$ cat config.mk
export PLATFORM = sky130hd
export DESIGN_NAME = uart_piso_frame
export DESIGN_NICKNAME = d
export VERILOG_FILES = /design/src/rtl/uart_pkg.sv /design/src/rtl/uart_parity_gen.sv /design/src/rtl/uart_piso_frame.sv
export SDC_FILE = /design/constraint.sdc
export NUM_CORES = 1
export LEC_CHECK = 0
export ABC_AREA = 1
export CORE_MARGIN = 2
export CORE_UTILIZATION = 35
export CTS_CLUSTER_DIAMETER = 200
export CTS_CLUSTER_SIZE = 16
export DETAILED_ROUTE_END_ITERATION = 10
export PLACE_DENSITY = 0.64
export SLEW_MARGIN = 20
export SYNTH_ARGS = -nofsm -noshare
export SYNTH_HDL_FRONTEND = slang
export SYNTH_SLANG_ARGS = --single-unit
$ cat constraint.sdc
create_clock -name baud_out -period 1.3 [get_ports baud_out]
set_clock_uncertainty 0.05 [all_clocks]
set_input_delay 0.26 -clock baud_out [delete_from_list [all_inputs] [get_ports baud_out]]
set_output_delay 0.26 -clock baud_out [all_outputs]
set_load 0.01 [all_outputs]
$ cat src/rtl/uart_pkg.sv
// Shared definitions for the UART PISO frame transmitter: parity encodings,
// FSM state type and the supported payload width range.
package uart_pkg;

    localparam int DATA_W_MIN = 5;
    localparam int DATA_W_MAX = 9;

    localparam logic [1:0] PAR_NONE = 2'b00;
    localparam logic [1:0] PAR_ODD  = 2'b01;
    localparam logic [1:0] PAR_EVEN = 2'b10;
    localparam logic [1:0] PAR_RSVD = 2'b11;

    typedef enum logic [2:0] {
        ST_IDLE,
        ST_START,
        ST_DATA,
        ST_PARITY,
        ST_STOP
    } tx_state_e;

    function automatic logic parity_enabled(input logic [1:0] parity_type);
        return (parity_type == PAR_ODD) || (parity_type == PAR_EVEN);
    endfunction

endpackage

$ cat src/rtl/uart_parity_gen.sv
// Combinational parity for one payload word. The reserved encoding behaves
// like "none": parity disabled and the bit forced to 0.
module uart_parity_gen
    import uart_pkg::*;
#(
    parameter int DATA_W = 8
) (
    input  logic [DATA_W-1:0] data,
    input  logic [1:0]        parity_type,
    output logic              parity_en,
    output logic              parity_bit
);

    always_comb begin
        parity_en  = parity_enabled(parity_type);
        parity_bit = 1'b0;
        if (parity_type == PAR_EVEN) begin
            parity_bit = ^data;
        end else if (parity_type == PAR_ODD) begin
            parity_bit = ~^data;
        end
    end

endmodule

$ cat src/rtl/uart_piso_frame.sv
// Parallel-in serial-out UART frame transmitter clocked at the baud rate.
// state     | meaning
// ST_IDLE   | line high, waiting for send
// ST_START  | start bit (0) on the line
// ST_DATA   | payload bits, LSB first, one per cycle
// ST_PARITY | parity bit on the line
// ST_STOP   | one or two stop bits (1); last one may accept the next frame
module uart_piso_frame
    import uart_pkg::*;
#(
    parameter int DATA_W   = 8,
    parameter int STOP_MAX = 2
) (
    input  logic              baud_out,
    input  logic              rst,
    input  logic              send,
    input  logic [DATA_W-1:0] data_in,
    input  logic [1:0]        parity_type,
    input  logic              stop_bits,
    output logic              ready,
    output logic              data_out,
    output logic              tx_active,
    output logic              tx_done,
    output logic              p_parity_out
);

    localparam int CNT_W = $clog2(DATA_W + 1);
    localparam logic [CNT_W-1:0] DATA_LAST = CNT_W'(DATA_W - 1);

    if (DATA_W < DATA_W_MIN || DATA_W > DATA_W_MAX) begin : g_bad_data_w
        $error("uart_piso_frame: DATA_W outside supported range");
    end
    if (STOP_MAX < 1 || STOP_MAX > 2) begin : g_bad_stop_max
        $error("uart_piso_frame: STOP_MAX outside supported range");
    end

    tx_state_e         state_q, state_d;
    logic [CNT_W-1:0]  cnt_q, cnt_d;
    logic [DATA_W-1:0] sh_q, sh_d;
    logic              two_stop_q, two_stop_d;
    logic              par_en_q, par_en_d;
    logic              par_q, par_d;
    logic              line_q, line_d;
    logic              done_q, done_d;
    logic [1:0]        sync_q, sync_d;

    logic              gen_par_en;
    logic              gen_par_bit;
    logic [CNT_W-1:0]  stop_last;
    logic              last_stop;
    logic              accept;

    uart_parity_gen #(
        .DATA_W (DATA_W)
    ) u_parity_gen (
        .data        (data_in),
        .parity_type (parity_type),
        .parity_en   (gen_par_en),
        .parity_bit  (gen_par_bit)
    );

    // Acceptance is held off until reset release has passed through two flops.
    assign sync_d    = {sync_q[0], 1'b1};
    assign stop_last = two_stop_q ? CNT_W'(1) : '0;
    assign last_stop = (state_q == ST_STOP) && (cnt_q == stop_last);
    assign ready     = (state_q == ST_IDLE) || last_stop;
    assign accept    = send && ready && sync_q[1];

    always_comb begin
        state_d    = state_q;
        cnt_d      = cnt_q + CNT_W'(1);
        sh_d       = sh_q;
        two_stop_d = two_stop_q;
        par_en_d   = par_en_q;
        par_d      = par_q;
        line_d     = 1'b1;
        done_d     = 1'b0;

        unique case (state_q)
            ST_IDLE: begin
                cnt_d = '0;
            end
            ST_START: begin
                state_d = ST_DATA;
                cnt_d   = '0;
                line_d  = sh_q[0];
                sh_d    = {1'b0, sh_q[DATA_W-1:1]};
            end
            ST_DATA: begin
                if (cnt_q == DATA_LAST) begin
                    cnt_d = '0;
                    if (par_en_q) begin
                        state_d = ST_PARITY;
                        line_d  = par_q;
                    end else begin
                        state_d = ST_STOP;
                    end
                end else begin
                    line_d = sh_q[0];
                    sh_d   = {1'b0, sh_q[DATA_W-1:1]};
                end
            end
            ST_PARITY: begin
                state_d = ST_STOP;
                cnt_d   = '0;
            end
            ST_STOP: begin
                if (last_stop) begin
                    state_d = ST_IDLE;
                    cnt_d   = '0;
                    done_d  = 1'b1;
                end
            end
            default: begin
                state_d = ST_IDLE;
                cnt_d   = '0;
            end
        endcase

        // A new request overrides the end-of-frame return to idle.
        if (accept) begin
            state_d    = ST_START;
            cnt_d      = '0;
            line_d     = 1'b0;
            sh_d       = data_in;
            two_stop_d = (STOP_MAX > 1) ? stop_bits : 1'b0;
            par_en_d   = gen_par_en;
            par_d      = gen_par_bit;
        end
    end

    always_ff @(posedge baud_out or negedge rst) begin
        if (!rst) begin
            state_q    <= ST_IDLE;
            cnt_q      <= '0;
            sh_q       <= '0;
            two_stop_q <= 1'b0;
            par_en_q   <= 1'b0;
            par_q      <= 1'b0;
            line_q     <= 1'b1;
            done_q     <= 1'b0;
            sync_q     <= 2'b00;
        end else begin
            state_q    <= state_d;
            cnt_q      <= cnt_d;
            sh_q       <= sh_d;
            two_stop_q <= two_stop_d;
            par_en_q   <= par_en_d;
            par_q      <= par_d;
            line_q     <= line_d;
            done_q     <= done_d;
            sync_q     <= sync_d;
        end
    end

    assign data_out     = line_q;
    assign tx_active    = (state_q != ST_IDLE);
    assign tx_done      = done_q;
    assign p_parity_out = par_q;

endmodule

### Word-level counts from Yosys, hierarchy flattened

Cells that the tools add are included.

| cells by class | value |
|---|---|
| equal/unequal tests | 12 |
| shifts and indexed selects | 0 |
| add/sub/neg operators | 1 |
| bitwise operators | 0 |
| mux-type cells | 21 |
| div/mod/pow operators | 0 |
| $mul | 0 |
| $lt $le $gt $ge | 0 |
| reduce and logical (&&, ||, !) cells | 12 |

Operators with widths:

| operator | count |
|---|---|
| two-way mux 8 bit | 2 |
| one-hot mux 8 bit (2 select lines) | 1 |
| one-hot mux 3 bit (5 select lines) | 1 |
| two-way mux 3 bit | 4 |
| two-way mux 4 bit | 3 |
| inequality test 3 bit (second input constant) | 3 |
| two-way mux 1 bit | 8 |
| one-hot mux 4 bit (2 select lines) | 1 |
| XNOR reduction 8 bit | 1 |
| XOR reduction 8 bit | 1 |
| equality test 3 x 2 -> 1 bit (second input constant) | 2 |
| nonzero test 3 bit | 2 |
| adder 4 x 1 -> 4 bit (second input constant) | 1 |
| equality test 4 x 1 -> 1 bit | 1 |
| equality test 4 x 3 -> 1 bit (second input constant) | 1 |
| equality test 3 x 1 -> 1 bit (second input constant) | 1 |
| equality test 3 bit (second input constant) | 1 |
| logical AND 1 bit | 3 |
| zero test 3 bit | 1 |
| AND reduction 3 bit | 1 |
| equality test 2 x 1 -> 1 bit (second input constant) | 1 |
| equality test 2 bit (second input constant) | 1 |
| logical OR 1 bit | 2 |
| inequality test 2 bit (second input constant) | 1 |
| 2 further kinds | 2 |

| storage, ports and cells | value |
|---|---|
| output and inout bits | 5 |
| input bits | 14 |
| ROM bits | 0 |
| logic and storage cells | 55 |
| memories | 0 |
| register bits after elaboration | 22 |
| RAM bits | 0 |
| bits in latches | 0 |

### Logic depth before layout (Yosys ltp)

Gate-level depths: netlist of run 1.

| depth | value |
|---|---|
| depth after elaboration | 8 |
| depth in mapped cells | 11 |

### By module

A second synthesis of run 1 with hierarchy kept.

| second synthesis, totals | value |
|---|---|
| cells, all modules | 203 |
| area, all modules | 1370.1 sq um |

Modules (own cells, without submodules):

| module | instances | seq. area each (sq um) | area an instance (sq um) | cells an instance |
|---|---|---|---|---|
| uart_piso_frame | 1 | 551.8 | 1132.3 | 145 |
| uart_parity_gen | 1 | 0.0 | 237.7 | 58 |

### Worst setup path before layout of run 1

No wires, ideal clock.

| path | value |
|---|---|
| path kind | register to register |
| start | register cnt_q[0] |
| end | register sh_q[1] |
| required time | 1134 ps |
| path buffers | 0 |
| data arrival time | 1232 ps |
| stages on the path, launching flop included | 9 |
| clock period less this slack | 1399 ps |
| library setup time | 116 ps |
| slack | -99 ps |
| cell sequence | dfrtp_1 > ha_1 > nand3_1 > nand2_4 > nand2_4 > inv_4 > or2_0 > nand2_1 > nor2_2 |

| between the ends | value |
|---|---|
| longest elaborated chain between the ends | 7 |

RTL lines:

| what | line | RTL |
|---|---|---|
| start: declaration | uart_piso_frame.sv:38 | `logic [CNT_W-1:0] cnt_q, cnt_d;` |
| start signal: assignment | uart_piso_frame.sv:145 | `cnt_q <= cnt_d;` |
| equality test 4 x 1 -> 1 bit | uart_piso_frame.sv:65 | `assign last_stop = (state_q == ST_STOP) && (cnt_q == stop_last);` |
| logical AND 1 bit | uart_piso_frame.sv:65 |  |
| logical OR 1 bit | uart_piso_frame.sv:66 | `assign ready = (state_q == ST_IDLE) \|\| last_stop;` |
| logical AND 1 bit (2 in series) | uart_piso_frame.sv:67 | `assign accept = send && ready && sync_q[1];` |
| inequality test 3 bit (no line) or nonzero test 3 bit (tied branches) | - |  |
| AND reduction 2 bit (no line) | - |  |
| end signal: assignment | uart_piso_frame.sv:136 | `sh_q <= '0;` |
| end signal: assignment | uart_piso_frame.sv:146 | `sh_q <= sh_d;` |
| end: declaration | uart_piso_frame.sv:39 | `logic [DATA_W-1:0] sh_q, sh_d;` |

Several ways; a longest one is shown, not always the timed one.
A chain may end at the register's enable or synchronous reset.

### Final worst setup path of run 1

| path | value |
|---|---|
| start | register two_stop_q |
| end | output ready |

| between the ends | value |
|---|---|
| longest elaborated chain between the ends | 4 |

RTL lines:

| what | line | RTL |
|---|---|---|
| start: declaration | uart_piso_frame.sv:40 | `logic two_stop_q, two_stop_d;` |
| start signal: assignment | uart_piso_frame.sv:147 | `two_stop_q <= two_stop_d;` |
| two-way mux 1 bit | uart_piso_frame.sv:64 | `assign stop_last = two_stop_q ? CNT_W'(1) : '0;` |
| equality test 4 x 1 -> 1 bit | uart_piso_frame.sv:65 |  |
| logical AND 1 bit | uart_piso_frame.sv:65 |  |
| logical OR 1 bit | uart_piso_frame.sv:66 |  |
| end: declaration | uart_piso_frame.sv:20 | `output logic ready,` |

Every way passes these cells.

==> flow_results.xml, run 1 <==
<?xml version="1.0" encoding="UTF-8"?>
<metrics>
  <group name="run_status">
    <metric name="run_status" unit="">finished, violations left</metric>
    <metric name="failing_checks" unit="">negative setup slack</metric>
  </group>
  <group name="floorplanning">
    <metric name="boundaryPins" unit="">19</metric>
    <metric name="fp.dieArea" unit="um^2">4380</metric>
    <metric name="rows" unit="">22</metric>
    <metric name="core_area" unit="um^2">3690</metric>
    <metric name="dieWidth" unit="um">66.2</metric>
    <metric name="fp.dieH" unit="um">66.2</metric>
    <metric name="floorplan.initialDensity" unit="%">36.7</metric>
  </group>
  <group name="routing">
    <metric name="route.antenna.remaining_nets" unit="">0</metric>
    <metric name="drt_drc_violations_left" unit="">0</metric>
    <metric name="initialDrtViolationCount" unit="">26</metric>
    <metric name="firstDrtPassIters" unit="">4</metric>
    <metric name="drt_wl_total" unit="um">2840</metric>
    <metric name="routed-via-count" unit="">1201</metric>
    <metric name="routed_via_density" unit="">4.34</metric>
    <metric name="wl_per_cell" unit="um">10.2</metric>
  </group>
  <group name="timing">
    <metric name="hold_viol" unit="">0</metric>
    <metric name="hold-worst-slack" unit="ns">0.291</metric>
    <metric name="max_freq" unit="MHz">644</metric>
    <metric name="final.setup.worst_slack" unit="ns">-0.253</metric>
    <metric name="rsz0062_at_grt" unit="">true</metric>
    <metric name="final_period_minus_worst_setup_slack" unit="ns">1.55</metric>
    <metric name="setup_viol_count_final" unit="">20</metric>
    <metric name="fin_crit_sh" unit="%">119</metric>
    <metric name="timing_max_transition_violations_final" unit="">0</metric>
  </group>
  <group name="power">
    <metric name="power-per-cell-area" unit="nW/um^2">1980</metric>
    <metric name="vdd_ir_drop_max" unit="mV">1.30</metric>
    <metric name="power.leakage" unit="nW">1.04</metric>
  </group>
  <group name="synth">
    <metric name="synth-seq-cells" unit="">22</metric>
    <metric name="combined_area_of_all_synthesized_cells" unit="um^2">1350</metric>
    <metric name="synthDistinctLibCells" unit="">23</metric>
    <metric name="yosys_warnings" unit="">0</metric>
    <metric name="postSynthNetCount" unit="">192</metric>
    <metric name="postSynth.asyncResetShare" unit="%">100</metric>
    <metric name="synth_enable_flop_cells" unit="">0</metric>
    <metric name="yosysSeqAreaShare" unit="%">40.8</metric>
    <metric name="postSynth.topFlopCell" unit="">sky130_fd_sc_hd__dfrtp_1</metric>
    <metric name="avgSynthCellArea" unit="um^2">7.73</metric>
    <metric name="cells_after_synthesis" unit="">175</metric>
  </group>
  <group name="worst_hold_path">
    <metric name="hold_class" unit="">in -&gt; async</metric>
  </group>
  <group name="critical_path">
    <metric name="worst_setup_path_start_kind" unit="">flip-flop</metric>
    <metric name="cp.arrival" unit="ns">1.24</metric>
    <metric name="critPathKind" unit="">reg -&gt; out</metric>
    <metric name="timing.critical_path.to_type" unit="">output pin</metric>
    <metric name="crit_required" unit="ns">0.99</metric>
    <metric name="timing.critical_path.fanout_max" unit="">2</metric>
  </group>
  <group name="finish">
    <metric name="antenna-diode-count" unit="">0</metric>
    <metric name="non_filler_instance_count_after_layout" unit="">277</metric>
    <metric name="final_core_utilization" unit="%">54.6</metric>
    <metric name="finish.net_count" unit="">247</metric>
    <metric name="area.growth.synth_to_final" unit="%">48.8</metric>
    <metric name="layout-drive-gt1-share" unit="%">38.4</metric>
  </group>
  <group name="flow_run">
    <metric name="maxCapViolations" unit="">0</metric>
  </group>
  <group name="clock_network">
    <metric name="numCtsBuffers" unit="">3</metric>
    <metric name="ctsHoldBuffers" unit="">0</metric>
    <metric name="register_clock_pin_slew_on_the_reported_worst_setup_and_hold_paths" unit="ns">0.08</metric>
    <metric name="htree_levels" unit="">1</metric>
    <metric name="clock_sinks" unit="">22</metric>
    <metric name="root_buffer" unit="">sky130_fd_sc_hd__clkbuf_8</metric>
    <metric name="worst_skew_pair.late_latency" unit="ns">0.26</metric>
    <metric name="max_buffers_root_to_sink" unit="">2</metric>
    <metric name="cts_tree" unit="">built</metric>
  </group>
  <group name="place">
    <metric name="post-place-cells" unit="">271</metric>
    <metric name="dp_hpwl" unit="um">2150</metric>
    <metric name="count_of_buffers_from_port_buffering" unit="">18</metric>
    <metric name="routabilityCongestion" unit="">0.790</metric>
  </group>
  <group name="grt">
    <metric name="global_route_overflow" unit="">0</metric>
    <metric name="grt_start_max_net_pins" unit="">23</metric>
    <metric name="grt_usage" unit="%">14.7</metric>
    <metric name="vias_in_the_first_global_route" unit="">1154</metric>
    <metric name="grt_pass1_wl" unit="um">4960</metric>
    <metric name="antenna_found_initial" unit="">0</metric>
  </group>
</metrics>
## sequential cells by signal (all words and copies together), names as in the netlist
signal / count
cnt_q: 4
data_out: 1
p_parity_out: 1
par_en_q: 1
sh_q: 8
state_q: 3
sync_q: 2
two_stop_q: 1
tx_done: 1
## final timing paths
check / slack, ns / from / depth (start not counted) / end
max: -0.25 / two_stop_q / 5 / ready
min: 0.29 / rst / 2 / sync_q[1]
max reg2reg: -0.20 / cnt_q[0] / 9 / sh_q[5]
min reg2reg: 0.31 / sync_q[0] / 0 / sync_q[1]
max in group asynchronous: 0.68 / rst / 2 / data_out
min in group baud_out: 0.31 / sync_q[0] / 0 / sync_q[1]
## cells by family (layout without fill, tap and decap cells)
family,after synthesis,after routing,share of synthesized area [%]
buffers and inverters,28,82,8.14
other,1,1,0.277
flip-flops,22,22,40.8
AO/OA/AOI/OAI,8,8,2.96
adder cells (fa/ha/maj),3,3,2.78
XOR/XNOR,4,4,2.59
AND/OR/NAND/NOR,109,109,42.5
## per-stage QoR
| stage | setup slack [ns] | TNS [ns] | total power [mW] | cell area [um^2] |
|---|---|---|---|---|
| 6_report | -0.253 | -2.84 | 3.99 | 2010 |
| 5_1_grt | -0.308 | -4.32 | 4.33 | 2010 |
| 4_1_cts | -0.260 | -2.89 | 3.76 | 1920 |
| 3_5_place_dp | -0.384 | -3.14 | 3.20 | 1850 |
| 3_3_place_gp | -0.374 | -2.80 | 3.17 | 1850 |
| 2_1_floorplan | -0.0107 | -0.0602 | 2.37 | 1360 |
## synth_stat cells, types with 2 or more instances
cell / count / share of area (%)
sky130_fd_sc_hd__nand2_1: 54 / 15
sky130_fd_sc_hd__inv_1: 24 / 6.7
sky130_fd_sc_hd__dfrtp_1: 21 / 39
sky130_fd_sc_hd__nor2_2: 14 / 6.5
sky130_fd_sc_hd__nand3_1: 11 / 4.1
sky130_fd_sc_hd__nor2_1: 11 / 3.1
sky130_fd_sc_hd__or2_0: 6 / 2.8
sky130_fd_sc_hd__a21oi_1: 4 / 1.5
sky130_fd_sc_hd__ha_1: 3 / 2.8
sky130_fd_sc_hd__nand2_4: 3 / 2.5
sky130_fd_sc_hd__nand2_8: 3 / 4.4
sky130_fd_sc_hd__o21ai_0: 3 / 1.1
sky130_fd_sc_hd__inv_2: 2 / 0.56
sky130_fd_sc_hd__inv_4: 2 / 0.92
sky130_fd_sc_hd__nand2_2: 2 / 0.92
sky130_fd_sc_hd__nand3b_1: 2 / 1.1
sky130_fd_sc_hd__nor2_4: 2 / 1.7
sky130_fd_sc_hd__xnor2_1: 2 / 1.3
sky130_fd_sc_hd__xor2_1: 2 / 1.3
## layout make-up
type / count / area, um^2
clock buffer: 4 / 55.1
tap: 48 / 60.1
timing repair buffer: 50 / 450
inverter: 28 / 113
multi-input combinational: 125 / 783
fill: 357 / 1680
sequential: 22 / 552
## placed cells by master (no fill, tap or decap), types with 6 or more instances in the layout
cell type,instances
sky130_fd_sc_hd__nor2_2,13
sky130_fd_sc_hd__nor2_1,9
sky130_fd_sc_hd__clkdlybuf4s50_1,12
sky130_fd_sc_hd__nand2_1,49
sky130_fd_sc_hd__buf_4,29
sky130_fd_sc_hd__dfrtp_1,21
sky130_fd_sc_hd__or2_0,6
sky130_fd_sc_hd__inv_1,21
sky130_fd_sc_hd__nand3_1,9
## critical path, cell delays in order, from the launching register on
cell and delay (ns):
sky130_fd_sc_hd__dfrtp_1 0.42, sky130_fd_sc_hd__xor2_2 0.20, sky130_fd_sc_hd__nor2_4 0.12, sky130_fd_sc_hd__nand2_4 0.08, sky130_fd_sc_hd__nand2_8 0.07, sky130_fd_sc_hd__buf_6 0.09
## power by group
part | switching [mW] | total, mW | internal (mW)
Clock | 0.224 | 0.494 | 0.270
Sequential | 0.141 | 1.09 | 0.947
Combinational | 1.29 | 2.41 | 1.12
Total | 1.65 | 3.99 | 2.34
## timing repair
item,in CTS,in global routing
setup endpoints to repair,23,21
endpoints found under the hold margin,0,0
resized for setup,25,22
setup buffers,1,3
pin swaps,6,6
## metal layers
layer / share of wire [%] / global-route usage [%] / vias to the layer above
met4: 0.67 / 3.06 / 0
li1: - / - / 634
met2: 48 / 23.8 / 18
met5: 0 / 0 / -
met3: 2.0 / 2.04 / 2
met1: 50 / 20.9 / 547
Note: power is estimated with default switching activity, not from simulation.
==> inputs of run 2 (changes only) <==
--- a/config.mk
+++ b/config.mk
@@ -15,4 +15,5 @@
 export SLEW_MARGIN = 20
 export SYNTH_ARGS = -nofsm -noshare
 export SYNTH_HDL_FRONTEND = slang
+export SYNTH_HIERARCHICAL = 1
 export SYNTH_SLANG_ARGS = --single-unit
==> flow_results.xml, run 2 <==
<?xml version="1.0" encoding="UTF-8"?>
<metrics>
  <group name="grt">
    <metric name="grt_usage" unit="%">17.8</metric>
    <metric name="grt_pass1_wl" unit="um">5890</metric>
    <metric name="grt_start_max_net_pins" unit="">23</metric>
    <metric name="global_route_overflow" unit="">0</metric>
    <metric name="antenna_found_initial" unit="">0</metric>
    <metric name="vias_in_the_first_global_route" unit="">1372</metric>
  </group>
  <group name="clock_network">
    <metric name="htree_levels" unit="">1</metric>
    <metric name="clock_sinks" unit="">22</metric>
    <metric name="max_buffers_root_to_sink" unit="">2</metric>
    <metric name="register_clock_pin_slew_on_the_reported_worst_setup_and_hold_paths" unit="ns">0.08</metric>
    <metric name="ctsHoldBuffers" unit="">0</metric>
    <metric name="cts_tree" unit="">built</metric>
    <metric name="numCtsBuffers" unit="">3</metric>
    <metric name="root_buffer" unit="">sky130_fd_sc_hd__clkbuf_8</metric>
    <metric name="worst_skew_pair.late_latency" unit="ns">0.27</metric>
  </group>
  <group name="routing">
    <metric name="drt_drc_violations_left" unit="">0</metric>
    <metric name="wl_per_cell" unit="um">12.1</metric>
    <metric name="routed-via-count" unit="">1472</metric>
    <metric name="initialDrtViolationCount" unit="">61</metric>
    <metric name="routed_via_density" unit="">4.67</metric>
    <metric name="firstDrtPassIters" unit="">4</metric>
    <metric name="drt_wl_total" unit="um">3820</metric>
    <metric name="route.antenna.remaining_nets" unit="">0</metric>
  </group>
  <group name="finish">
    <metric name="mostFrequentLayoutCell" unit="">sky130_fd_sc_hd__nand2_1</metric>
    <metric name="largest-register" unit="">sh_q</metric>
    <metric name="non_filler_instance_count_after_layout" unit="">315</metric>
    <metric name="finish.net_count" unit="">285</metric>
    <metric name="multi_input_comb_area" unit="um^2">860</metric>
    <metric name="ff_latch_area" unit="um^2">554</metric>
    <metric name="final_design_area_no_fill" unit="um^2">2300</metric>
    <metric name="top_regs" unit="">sh_q (8), cnt_q (4), state_q (3)</metric>
    <metric name="antenna-diode-count" unit="">0</metric>
    <metric name="area.growth.synth_to_final" unit="%">68.2</metric>
    <metric name="largest_register_ffs" unit="">8</metric>
    <metric name="final_core_utilization" unit="%">62.0</metric>
    <metric name="layout-drive-gt1-share" unit="%">37.1</metric>
    <metric name="final_cell_mix" unit="">sky130_fd_sc_hd__nand2_1 (67), sky130_fd_sc_hd__inv_1 (33), sky130_fd_sc_hd__buf_4 (25)</metric>
    <metric name="fill_cells" unit="">301</metric>
  </group>
  <group name="critical_path">
    <metric name="crit_required" unit="ns">1.42</metric>
    <metric name="cp_cell_sequence" unit="">buf_6 -&gt; buf_6 -&gt; inv_4 -&gt; nor3_4 -&gt; nand2_2 -&gt; nand2_4 -&gt; nand2_2 -&gt; nand2_4 -&gt; nand2_1 -&gt; nand2_1 -&gt; inv_1</metric>
    <metric name="worst_setup_path_start_kind" unit="">flip-flop</metric>
    <metric name="crit_path_max_incr_delay" unit="ns">0.40</metric>
    <metric name="critPathKind" unit="">reg -&gt; reg</metric>
    <metric name="worst_path_dominant_cell_family" unit="">simple AND/OR/NAND/NOR gates</metric>
    <metric name="cp.arrival" unit="ns">1.68</metric>
    <metric name="crit_path_top_delay_cell" unit="">sky130_fd_sc_hd__dfrtp_2</metric>
    <metric name="timing.critical_path.to_type" unit="">flip-flop</metric>
    <metric name="timing.critical_path.fanout_max" unit="">5</metric>
    <metric name="critical_path_depth" unit="">11</metric>
    <metric name="cp.buffers_inverters" unit="">4</metric>
    <metric name="ff2ff_path_depth" unit="">11</metric>
  </group>
  <group name="synth">
    <metric name="postSynth.asyncResetShare" unit="%">100</metric>
    <metric name="synthDominantCellAreaShare" unit="%">38.4</metric>
    <metric name="synth-seq-cells" unit="">22</metric>
    <metric name="yosys.area_share.adder" unit="%">2.74</metric>
    <metric name="cells_after_synthesis" unit="">203</metric>
    <metric name="postSynth.topFlopCell" unit="">sky130_fd_sc_hd__dfrtp_1</metric>
    <metric name="postSynthNetCount" unit="">220</metric>
    <metric name="combined_area_of_all_synthesized_cells" unit="um^2">1370</metric>
    <metric name="synth_top_family_by_area" unit="">simple AND/OR/NAND/NOR gates</metric>
    <metric name="muxShareOfSynthArea" unit="%">0</metric>
    <metric name="synth_most_common_cell" unit="">sky130_fd_sc_hd__nand2_1</metric>
    <metric name="synth_compound_gate_area_share" unit="%">4.93</metric>
    <metric name="avgSynthCellArea" unit="um^2">6.75</metric>
    <metric name="ys_top_cells_by_count" unit="">sky130_fd_sc_hd__nand2_1 (82), sky130_fd_sc_hd__inv_1 (35), sky130_fd_sc_hd__nand3_1 (23)</metric>
    <metric name="yosys.area.top_type" unit="">sky130_fd_sc_hd__dfrtp_1</metric>
    <metric name="synth-simple-area-share" unit="%">38.4</metric>
    <metric name="synthDistinctLibCells" unit="">28</metric>
    <metric name="yosysSeqAreaShare" unit="%">40.3</metric>
    <metric name="synth_enable_flop_cells" unit="">0</metric>
    <metric name="netlist_top_cells_area" unit="">sky130_fd_sc_hd__dfrtp_1 (38%), sky130_fd_sc_hd__nand2_1 (22%), sky130_fd_sc_hd__inv_1 (9.6%), sky130_fd_sc_hd__nand3_1 (8.4%), sky130_fd_sc_hd__a21oi_1 (2.9%)</metric>
    <metric name="yosys.area_share.xor_xnor" unit="%">1.28</metric>
    <metric name="yosys_warnings" unit="">6</metric>
  </group>
  <group name="floorplanning">
    <metric name="dieWidth" unit="um">66.6</metric>
    <metric name="core_area" unit="um^2">3720</metric>
    <metric name="floorplan.initialDensity" unit="%">36.9</metric>
    <metric name="boundaryPins" unit="">19</metric>
    <metric name="rows" unit="">22</metric>
    <metric name="fp.dieArea" unit="um^2">4430</metric>
    <metric name="fp.dieH" unit="um">66.6</metric>
  </group>
  <group name="timing">
    <metric name="timing_max_transition_violations_final" unit="">0</metric>
    <metric name="setup_viol_count_final" unit="">21</metric>
    <metric name="hold-worst-slack" unit="ns">0.281</metric>
    <metric name="rsz0062_at_grt" unit="">true</metric>
    <metric name="final_period_minus_worst_setup_slack" unit="ns">1.56</metric>
    <metric name="tns" unit="ns">-4.13</metric>
    <metric name="max_freq" unit="MHz">642</metric>
    <metric name="final.setup.worst_slack" unit="ns">-0.256</metric>
    <metric name="fin_crit_sh" unit="%">120</metric>
    <metric name="hold_viol" unit="">0</metric>
  </group>
  <group name="place">
    <metric name="count_of_buffers_from_port_buffering" unit="">18</metric>
    <metric name="dp_hpwl" unit="um">2220</metric>
    <metric name="routabilityCongestion" unit="">0.766</metric>
    <metric name="place_worst_setup_slack" unit="ns">-0.361</metric>
    <metric name="placed_cell_area" unit="um^2">1840</metric>
    <metric name="post-place-cells" unit="">295</metric>
  </group>
  <group name="power">
    <metric name="vdd_ir_drop_max" unit="mV">1.39</metric>
    <metric name="design_power_total" unit="mW">5.30</metric>
    <metric name="power-per-cell-area" unit="nW/um^2">2300</metric>
    <metric name="power.leakage" unit="nW">1.23</metric>
  </group>
  <group name="worst_hold_path">
    <metric name="hold_class" unit="">in -&gt; async</metric>
  </group>
  <group name="flow_run">
    <metric name="maxCapViolations" unit="">0</metric>
  </group>
  <group name="run_status">
    <metric name="failing_checks" unit="">negative setup slack</metric>
    <metric name="run_status" unit="">finished, violations left</metric>
  </group>
</metrics>
[run 2: path summary, 6_finish.rpt]
check	startpoint	end	slack (ns)
max	state_q[1]	sh_q[6]	-0.26
min	rst	sh_q[4]	0.28
min reg2reg	sync_q[0]	sync_q[1]	0.31
max reg2reg	state_q[1]	sh_q[6]	-0.26
min in group baud_out	sync_q[0]	sync_q[1]	0.31
max in group asynchronous	rst	data_out	0.70
[run 2: cell type report]
cell class | count | share of cell area [%]
clock buffer | 4 | 2.39
inverter | 38 | 6.62
multi-input combinational | 141 | 37.3
sequential | 22 | 24.0
tap | 48 | 2.61
timing repair buffer | 61 | 26.8
timing repair inverter | 1 | 0.271
[run 2: worst reg2reg max path: stages (launching register included)]
cell and delay, ns:
sky130_fd_sc_hd__dfrtp_2 0.40, sky130_fd_sc_hd__buf_6 0.11, sky130_fd_sc_hd__buf_6 0.09, sky130_fd_sc_hd__inv_4 0.04, sky130_fd_sc_hd__nor3_4 0.18, sky130_fd_sc_hd__nand2_2 0.15
sky130_fd_sc_hd__nand2_4 0.17, sky130_fd_sc_hd__nand2_2 0.08, sky130_fd_sc_hd__nand2_4 0.06, sky130_fd_sc_hd__nand2_1 0.04, sky130_fd_sc_hd__nand2_1 0.05, sky130_fd_sc_hd__inv_1 0.03
[run 2: what timing repair did]
action	4_1_cts	5_1_grt
endpoints found under the setup margin	24	22
setup buffers	5	8
gates resized for setup	56	29
pin swaps	12	16
cloned	3	1
[run 2: kinds of logic (layout without fill, tap and decap cells)]
family | count (synthesis) | after routing
buf+inv | 41 | 104
flops | 22 | 22
xor+xnor | 2 | 2
fa+ha+maj | 3 | 3
compound gates | 12 | 12
simple gates | 122 | 123
other cells | 1 | 1
[run 2: where the power goes]
part	internal, mW	leakage [nW]	total (mW)	switching [mW]
clock network	0.271	0.0288	0.495	0.225
logic	1.75	0.928	3.69	1.94
registers	0.967	0.269	1.12	0.149
[run 2: metal layers]
layer	vias up	share of wire, %	global-route usage (%)
li1	746	-	-
met1	692	45	21.9
met2	27	51	31.8
met3	7	2.7	3.04
met4	0	1.5	5.10
met5	-	0	0
